==> src/rtl/imem_loader.sv <==
// Serial boot loader: receives a length-prefixed program image over an 8N1 UART line,
// writes it into imem from word 0 upward and holds the core in reset until the image is complete.
module imem_loader #(
  parameter int CLKS_PER_BIT = 868,
  parameter int ADDR_WIDTH   = 12,
  parameter int TIMEOUT_CLKS = 1000000
) (
  input  logic                  clk,
  input  logic                  rst,
  input  logic                  rxd,
  output logic                  imem_we,
  output logic [ADDR_WIDTH-1:0] imem_addr,
  output logic [31:0]           imem_wdata,
  output logic                  cpu_rst,
  output logic                  busy,
  output logic                  done,
  output logic                  err
);

  localparam int CNT_W = $clog2(CLKS_PER_BIT);
  localparam int TMO_W = $clog2(TIMEOUT_CLKS + 1);
  localparam logic [CNT_W-1:0] BIT_LAST  = CNT_W'(CLKS_PER_BIT - 1);
  localparam logic [CNT_W-1:0] HALF_LAST = CNT_W'(CLKS_PER_BIT / 2 - 1);
  localparam logic [TMO_W-1:0] TMO_LAST  = TMO_W'(TIMEOUT_CLKS - 1);
  localparam logic [31:0]      MAX_WORDS = 32'd1 << ADDR_WIDTH;

  typedef enum logic [1:0] {RX_IDLE, RX_START, RX_DATA, RX_STOP} rx_state_t;
  typedef enum logic [1:0] {HDR_HI, HDR_LO, DATA, DONE} ld_state_t;

  // ---------------- input synchronizer ----------------
  logic rxd_meta, rxd_sync;

  // NOTE: sequential state uses non-blocking (<=) so every flop samples pre-edge values;
  // blocking here would make rxd_sync see rxd in the same edge and collapse the synchronizer.
  always_ff @(posedge clk or posedge rst) begin
    if (rst) begin
      rxd_meta <= 1'b1;
      rxd_sync <= 1'b1;
    end else begin
      rxd_meta <= rxd;
      rxd_sync <= rxd_meta;
    end
  end

  // ---------------- UART receiver ----------------
  rx_state_t        rx_state, rx_next;
  logic [CNT_W-1:0] rx_cnt;
  logic [2:0]       rx_bit;
  logic [7:0]       rx_shift;
  logic             rx_cnt_clr;
  logic             byte_valid;
  logic             frame_err;

  // NOTE: every signal written here gets a default first; a path that leaves one
  // unassigned would infer a latch.
  always_comb begin
    rx_next    = rx_state;
    rx_cnt_clr = 1'b0;
    byte_valid = 1'b0;
    frame_err  = 1'b0;
    case (rx_state)
      RX_IDLE: begin
        if (!rxd_sync) begin
          rx_next    = RX_START;
          rx_cnt_clr = 1'b1;
        end
      end
      RX_START: begin
        if (rx_cnt == HALF_LAST) begin
          rx_cnt_clr = 1'b1;
          rx_next    = rxd_sync ? RX_IDLE : RX_DATA;
        end
      end
      RX_DATA: begin
        if (rx_cnt == BIT_LAST) begin
          rx_cnt_clr = 1'b1;
          if (rx_bit == 3'd7) rx_next = RX_STOP;
        end
      end
      RX_STOP: begin
        // Back to idle right after the mid-bit sample so a following start edge is not missed.
        if (rx_cnt == BIT_LAST) begin
          rx_cnt_clr = 1'b1;
          rx_next    = RX_IDLE;
          byte_valid = rxd_sync;
          frame_err  = !rxd_sync;
        end
      end
      default: rx_next = RX_IDLE;
    endcase
  end

  always_ff @(posedge clk or posedge rst) begin
    if (rst) begin
      rx_state <= RX_IDLE;
      rx_cnt   <= '0;
      rx_bit   <= '0;
      rx_shift <= '0;
    end else begin
      rx_state <= rx_next;
      rx_cnt   <= rx_cnt_clr ? '0 : rx_cnt + 1'b1;
      if (rx_state == RX_START) rx_bit <= '0;
      if (rx_state == RX_DATA && rx_cnt == BIT_LAST) begin
        rx_shift <= {rxd_sync, rx_shift[7:1]};
        rx_bit   <= rx_bit + 3'd1;
      end
    end
  end

  // ---------------- image loader ----------------
  ld_state_t        ld_state, ld_next;
  logic [7:0]       hdr_hi;
  logic [15:0]      words_left;
  logic [1:0]       byte_idx;
  logic [23:0]      asm_q;
  logic [TMO_W-1:0] tmo_cnt;
  logic [31:0]      hdr_n;
  logic             in_image;
  logic             tmo_hit;
  logic             start_img, enter_data, word_full, finish, abort;

  always_comb begin
    hdr_n      = {16'd0, hdr_hi, rx_shift};
    in_image   = (ld_state == HDR_LO) || (ld_state == DATA);
    tmo_hit    = in_image && (tmo_cnt == TMO_LAST) && !byte_valid;
    ld_next    = ld_state;
    start_img  = 1'b0;
    enter_data = 1'b0;
    word_full  = 1'b0;
    finish     = 1'b0;
    abort      = 1'b0;
    if (frame_err) begin
      ld_next = HDR_HI;
      abort   = 1'b1;
    end else begin
      case (ld_state)
        HDR_HI, DONE: begin
          if (byte_valid) begin
            ld_next   = HDR_LO;
            start_img = 1'b1;
          end
        end
        HDR_LO: begin
          if (byte_valid) begin
            if (hdr_n == 32'd0) begin
              ld_next = DONE;
              finish  = 1'b1;
            end else if (hdr_n > MAX_WORDS) begin
              ld_next = HDR_HI;
              abort   = 1'b1;
            end else begin
              ld_next    = DATA;
              enter_data = 1'b1;
            end
          end else if (tmo_hit) begin
            ld_next = HDR_HI;
            abort   = 1'b1;
          end
        end
        DATA: begin
          // words_left reaches 0 on the last word's 4th byte; its strobe cycle closes the image.
          if (byte_valid) begin
            word_full = (byte_idx == 2'd3);
          end else if (imem_we && words_left == 16'd0) begin
            ld_next = DONE;
            finish  = 1'b1;
          end else if (tmo_hit) begin
            ld_next = HDR_HI;
            abort   = 1'b1;
          end
        end
        default: ld_next = HDR_HI;
      endcase
    end
  end

  always_ff @(posedge clk or posedge rst) begin
    if (rst) begin
      ld_state   <= HDR_HI;
      hdr_hi     <= '0;
      words_left <= '0;
      byte_idx   <= '0;
      asm_q      <= '0;
      tmo_cnt    <= '0;
      imem_we    <= 1'b0;
      imem_addr  <= '0;
      imem_wdata <= '0;
      cpu_rst    <= 1'b1;
      busy       <= 1'b0;
      done       <= 1'b0;
      err        <= 1'b0;
    end else begin
      ld_state <= ld_next;
      err      <= abort;
      imem_we  <= word_full;
      tmo_cnt  <= (byte_valid || !in_image) ? '0 : tmo_cnt + 1'b1;
      if (start_img) begin
        hdr_hi  <= rx_shift;
        busy    <= 1'b1;
        done    <= 1'b0;
        cpu_rst <= 1'b1;
      end
      if (abort) busy <= 1'b0;
      if (finish) begin
        busy    <= 1'b0;
        done    <= 1'b1;
        cpu_rst <= 1'b0;
      end
      if (enter_data) begin
        words_left <= hdr_n[15:0];
        byte_idx   <= '0;
        imem_addr  <= '0;
      end
      if (ld_state == DATA && byte_valid) begin
        asm_q    <= {asm_q[15:0], rx_shift};
        byte_idx <= byte_idx + 2'd1;
        if (word_full) begin
          imem_wdata <= {asm_q, rx_shift};
          words_left <= words_left - 16'd1;
        end
      end
      if (imem_we) imem_addr <= imem_addr + 1'b1;
    end
  end

endmodule

==> config.mk <==
export PLATFORM = sky130hd
export DESIGN_NAME = imem_loader
export DESIGN_NICKNAME = d
export VERILOG_FILES = /design/src/rtl/imem_loader.sv
export SDC_FILE = /design/constraint.sdc
export NUM_CORES = 1
export LEC_CHECK = 0
export CORE_MARGIN = 3
export CORE_UTILIZATION = 65
export CTS_BUF_LIST = sky130_fd_sc_hd__clkbuf_2 sky130_fd_sc_hd__clkbuf_4 sky130_fd_sc_hd__clkbuf_8
export CTS_CLUSTER_DIAMETER = 50
export CTS_CLUSTER_SIZE = 30
export DETAILED_ROUTE_END_ITERATION = 12
export PLACE_DENSITY = 0.84
export REMOVE_ABC_BUFFERS = 1
export SYNTH_ARGS = -nofsm -noshare
export SYNTH_HDL_FRONTEND = slang
export SYNTH_SLANG_ARGS = --single-unit
export TNS_END_PERCENT = 1
==> constraint.sdc <==
create_clock -name clk -period 8.6 [get_ports clk]
set_input_delay 0.86 -clock clk [delete_from_list [all_inputs] [get_ports clk]]
set_output_delay 0.86 -clock clk [all_outputs]
set_load 0.03 [all_outputs]
==> flow_summary.ini <==
[global_routing]
grt_pass1_wl_um = 25900
grtUsageTotal_pct = 28.1
overflow = 0
antenna_found_initial = 0
grt_pass1_vias = 5446
grt_max_degree = 83

[critical_path]
cp-startpoint = rx_cnt[0]$_DFF_PP0_
ff2ff_setup_slack_ns = 5.12
crit_path_end_kind = register
critPathCapture = words_left[13]$_DFF_PP0_
worstSetupPathType = reg2reg
cp_data_arrival_time_ns = 3.83
reg2reg_from = rx_cnt[0]$_DFF_PP0_
critPathLaunchType = register
cp_max_fo = 67
crit_required_ns = 8.96
worstRegToRegCells = 8
r2r_end = words_left[13]$_DFF_PP0_

[pwr]
p_int_w = 0.00107
switching_share_pct = 20.0
ir_worst_vdd_mv = 0.154
seqPwrFrac_pct = 51.6
power_w = 0.00133
leakagePower_nw = 3.80
p_comb_share_pct = 1.1
p_switching_w = 0.000266
p_clk_share_pct = 47.3
powerDensity_nw_per_um2 = 168

[clocking]
cts_setup_buffers = 0
hold_buffers = 0
numCtsBuffers = 17
root_buffer = clkbuf_8
cts_sinks = 146
clk_pin_slew_ns = 0.08
clk_path_buf_depth = 2
cts.repair.resized = 0
insertion_delay_ns = 0.46
h-tree-depth = 4
cts_tree = yes

[sta]
final-hold-violation-count = 0
maxSlewViolCount = 0
fin_crit_sh_pct = 40.4
period_needed_ns = 3.48
setup_tns_ns = 0
setup_viol = 0
tightest_slew_ns = 1.06
fmax_mhz = 288
final.setup_skew_ns = 0.0153
rsz0062_at_grt = false
slew_headroom_pct = 29.0

[layout]
fillers = 624
area_growth_syn_to_layout_pct = 15.1
drive_gt1_share_pct = 8.58
stdcell_count = 914
layout.nets = 782
diodes = 0

[floorplanning]
core_um2 = 10000
initial_utilization_pct = 68.5
ios = 52
chipWidth_um = 109
rows = 36
dieArea_um2 = 11900
die_h_um = 109

[yosys]
synth_area_per_cell_um2 = 9.46
synth_edf_count = 0
synth_area_um2 = 6880
synth_top_area_share_pct = 52.0
synth_seq_cells = 146
synth_cell_types = 67
seq_area_frac_synth_pct = 53.2
ys_warn_count = 0
synthArstFlopShare_pct = 100
synthFlopType = dfrtp_1
synth_top_area_cell = dfrtp_1
synth_area_leaders = dfrtp_1 52%, nand2_1 11%, nor2_1 2.9%
synthCells = 727

[drt]
wirelength_um = 15100
drc_errors = 0
vias_per_cell = 6.01
vias = 5495
drt_iter0_drc = 623
ant_nets = 0
routedWlPerCell_um = 16.6
firstDrtPassIters = 6

[place]
port_buffers = 51
dpl.hpwl_um = 10100
routabilityCongestion = 0.878
placed_cells = 882

[hold_path]
hold_class = reg2reg

[run]
maxCapViolations = 0

[outcome]
outcome = completed
-- power by group through the flow --
stage               Sequential [W]  Clock, W  Combinational, W
finish                    0.000688  0.000630         0.0000141
global route              0.000688  0.000668         0.0000169
CTS                       0.000688  0.000638         0.0000151
detailed placement        0.000701         0         0.0000149
global placement          0.000701         0         0.0000147
floorplan                 0.000701         0         0.0000100
-- state kept, by name, indices dropped and copies added (netlist names), 3 cells and up, named ones only --
register / flops
tmo_cnt: 20
hdr_hi: 8
rx_bit: 3
rx_shift: 8
asm_q: 24
imem_wdata: 32
imem_addr: 12
words_left: 16
rx_cnt: 10
-- routing by layer --
metal  track usage, %  part of all wire [%]  vias up
met1             37.7                    42     2682
met2             45.0                    49      201
met5                0                     0        -
met3             6.99                   6.9       33
met4             9.74                   2.1        0
li1                 -                     -     2579
-- worst min path at each step --
stage | start | end | slack [ns] | depth (start not counted)
global route | rxd_meta$_DFF_PP1_ | rxd_sync$_DFF_PP1_ | 0.37 | 0
detailed placement | rxd_meta$_DFF_PP1_ | rxd_sync$_DFF_PP1_ | 0.35 | 0
finish | rxd_meta$_DFF_PP1_ | rxd_sync$_DFF_PP1_ | 0.36 | 0
floorplan | rxd_meta$_DFF_PP1_ | rxd_sync$_DFF_PP1_ | 0.35 | 0
global placement | rxd_meta$_DFF_PP1_ | rxd_sync$_DFF_PP1_ | 0.35 | 0
CTS | rxd_meta$_DFF_PP1_ | rxd_sync$_DFF_PP1_ | 0.36 | 0
-- logic make-up (layout without fill, tap and decap cells) --
kind of cell	Yosys count	in the layout	share of synthesized area [%]
flip-flops	146	146	53.2
AND/OR/NAND/NOR	368	368	25.1
XOR/XNOR	28	28	3.57
multiplexers	15	15	2.40
adder cells (fa/ha/maj)	11	11	2.00
buffers and inverters	60	114	3.66
AO/OA/AOI/OAI	99	99	10.1
-- cell type report --
type,instances,area [um2],share of cell area [%]
inverters,28,110,1.39
clock buffers,22,297,3.74
flip-flops and latches,146,3660,46.2
multi-input cells,521,2980,37.6
well taps,133,166,2.10
repair buffers,54,533,6.73
clock inverters,10,178,2.24
-- cell usage in the layout, fill, tap and decap left out, drive strengths merged, types with 12 or more instances in the layout --
| cell type | Yosys | routed |
|---|---|---|
| nand4 | 17 | 17 |
| xnor2 | 16 | 16 |
| nor4 | 15 | 15 |
| clkdlybuf4s50 | 0 | 51 |
| clkbuf | 19 | 22 |
| xor2 | 12 | 12 |
| inv | 28 | 28 |
| nor2 | 54 | 54 |
| nor3 | 13 | 13 |
| mux2 | 12 | 12 |
| a21oi | 12 | 12 |
| dfrtp | 143 | 143 |
| nand3 | 21 | 21 |
| o21ai | 30 | 30 |
| nand2 | 201 | 201 |
-- per-stage QoR --
step | utilization (%) | setup WS [ns] | hold slack [ns] | area [um2]
floorplan | - | 3.82 | 0.345 | 6730
global placement | 74.1 | 5.35 | 0.347 | 7440
detailed placement | 74.1 | 5.20 | 0.347 | 7440
CTS | 78.8 | 5.19 | 0.358 | 7920
global route | 78.8 | 4.89 | 0.365 | 7920
finish | 78.8 | 5.12 | 0.359 | 7920
-- synth_stat cells (all sizes together) (2+ instances only) --
master,n
nand3,21
a31oi,10
a21o,4
o21ai,30
nand2,201
xnor2,16
o31ai,3
buf,13
a41oi,2
ha,11
nor2,54
a31o,2
a211o,2
mux2i,3
o22ai,3
nand3b,3
nor3b,2
a221oi,3
o211a,2
or4,10
nand4,17
o21bai,2
nand2b,2
o31a,3
clkbuf,19
dfrtp,143
and4,8
o21a,8
inv,28
o211ai,4
o221ai,2
xor2,12
or3,3
and3,8
nor3,13
nor4,15
a21oi,12
mux2,12
and2,3
dfstp,3
or4b,2
-- critical path, cell delays in order (launching register included) --
cell and delay (ns):
dfrtp_1 0.44, ha_1 0.27, nand4b_2 0.31, or4_1 0.58, buf_4 0.28, inv_2 0.82, a41oi_2 0.22, o21ai_1 0.21
a21bo_1 0.21
(Power assumes the default switching activity.)
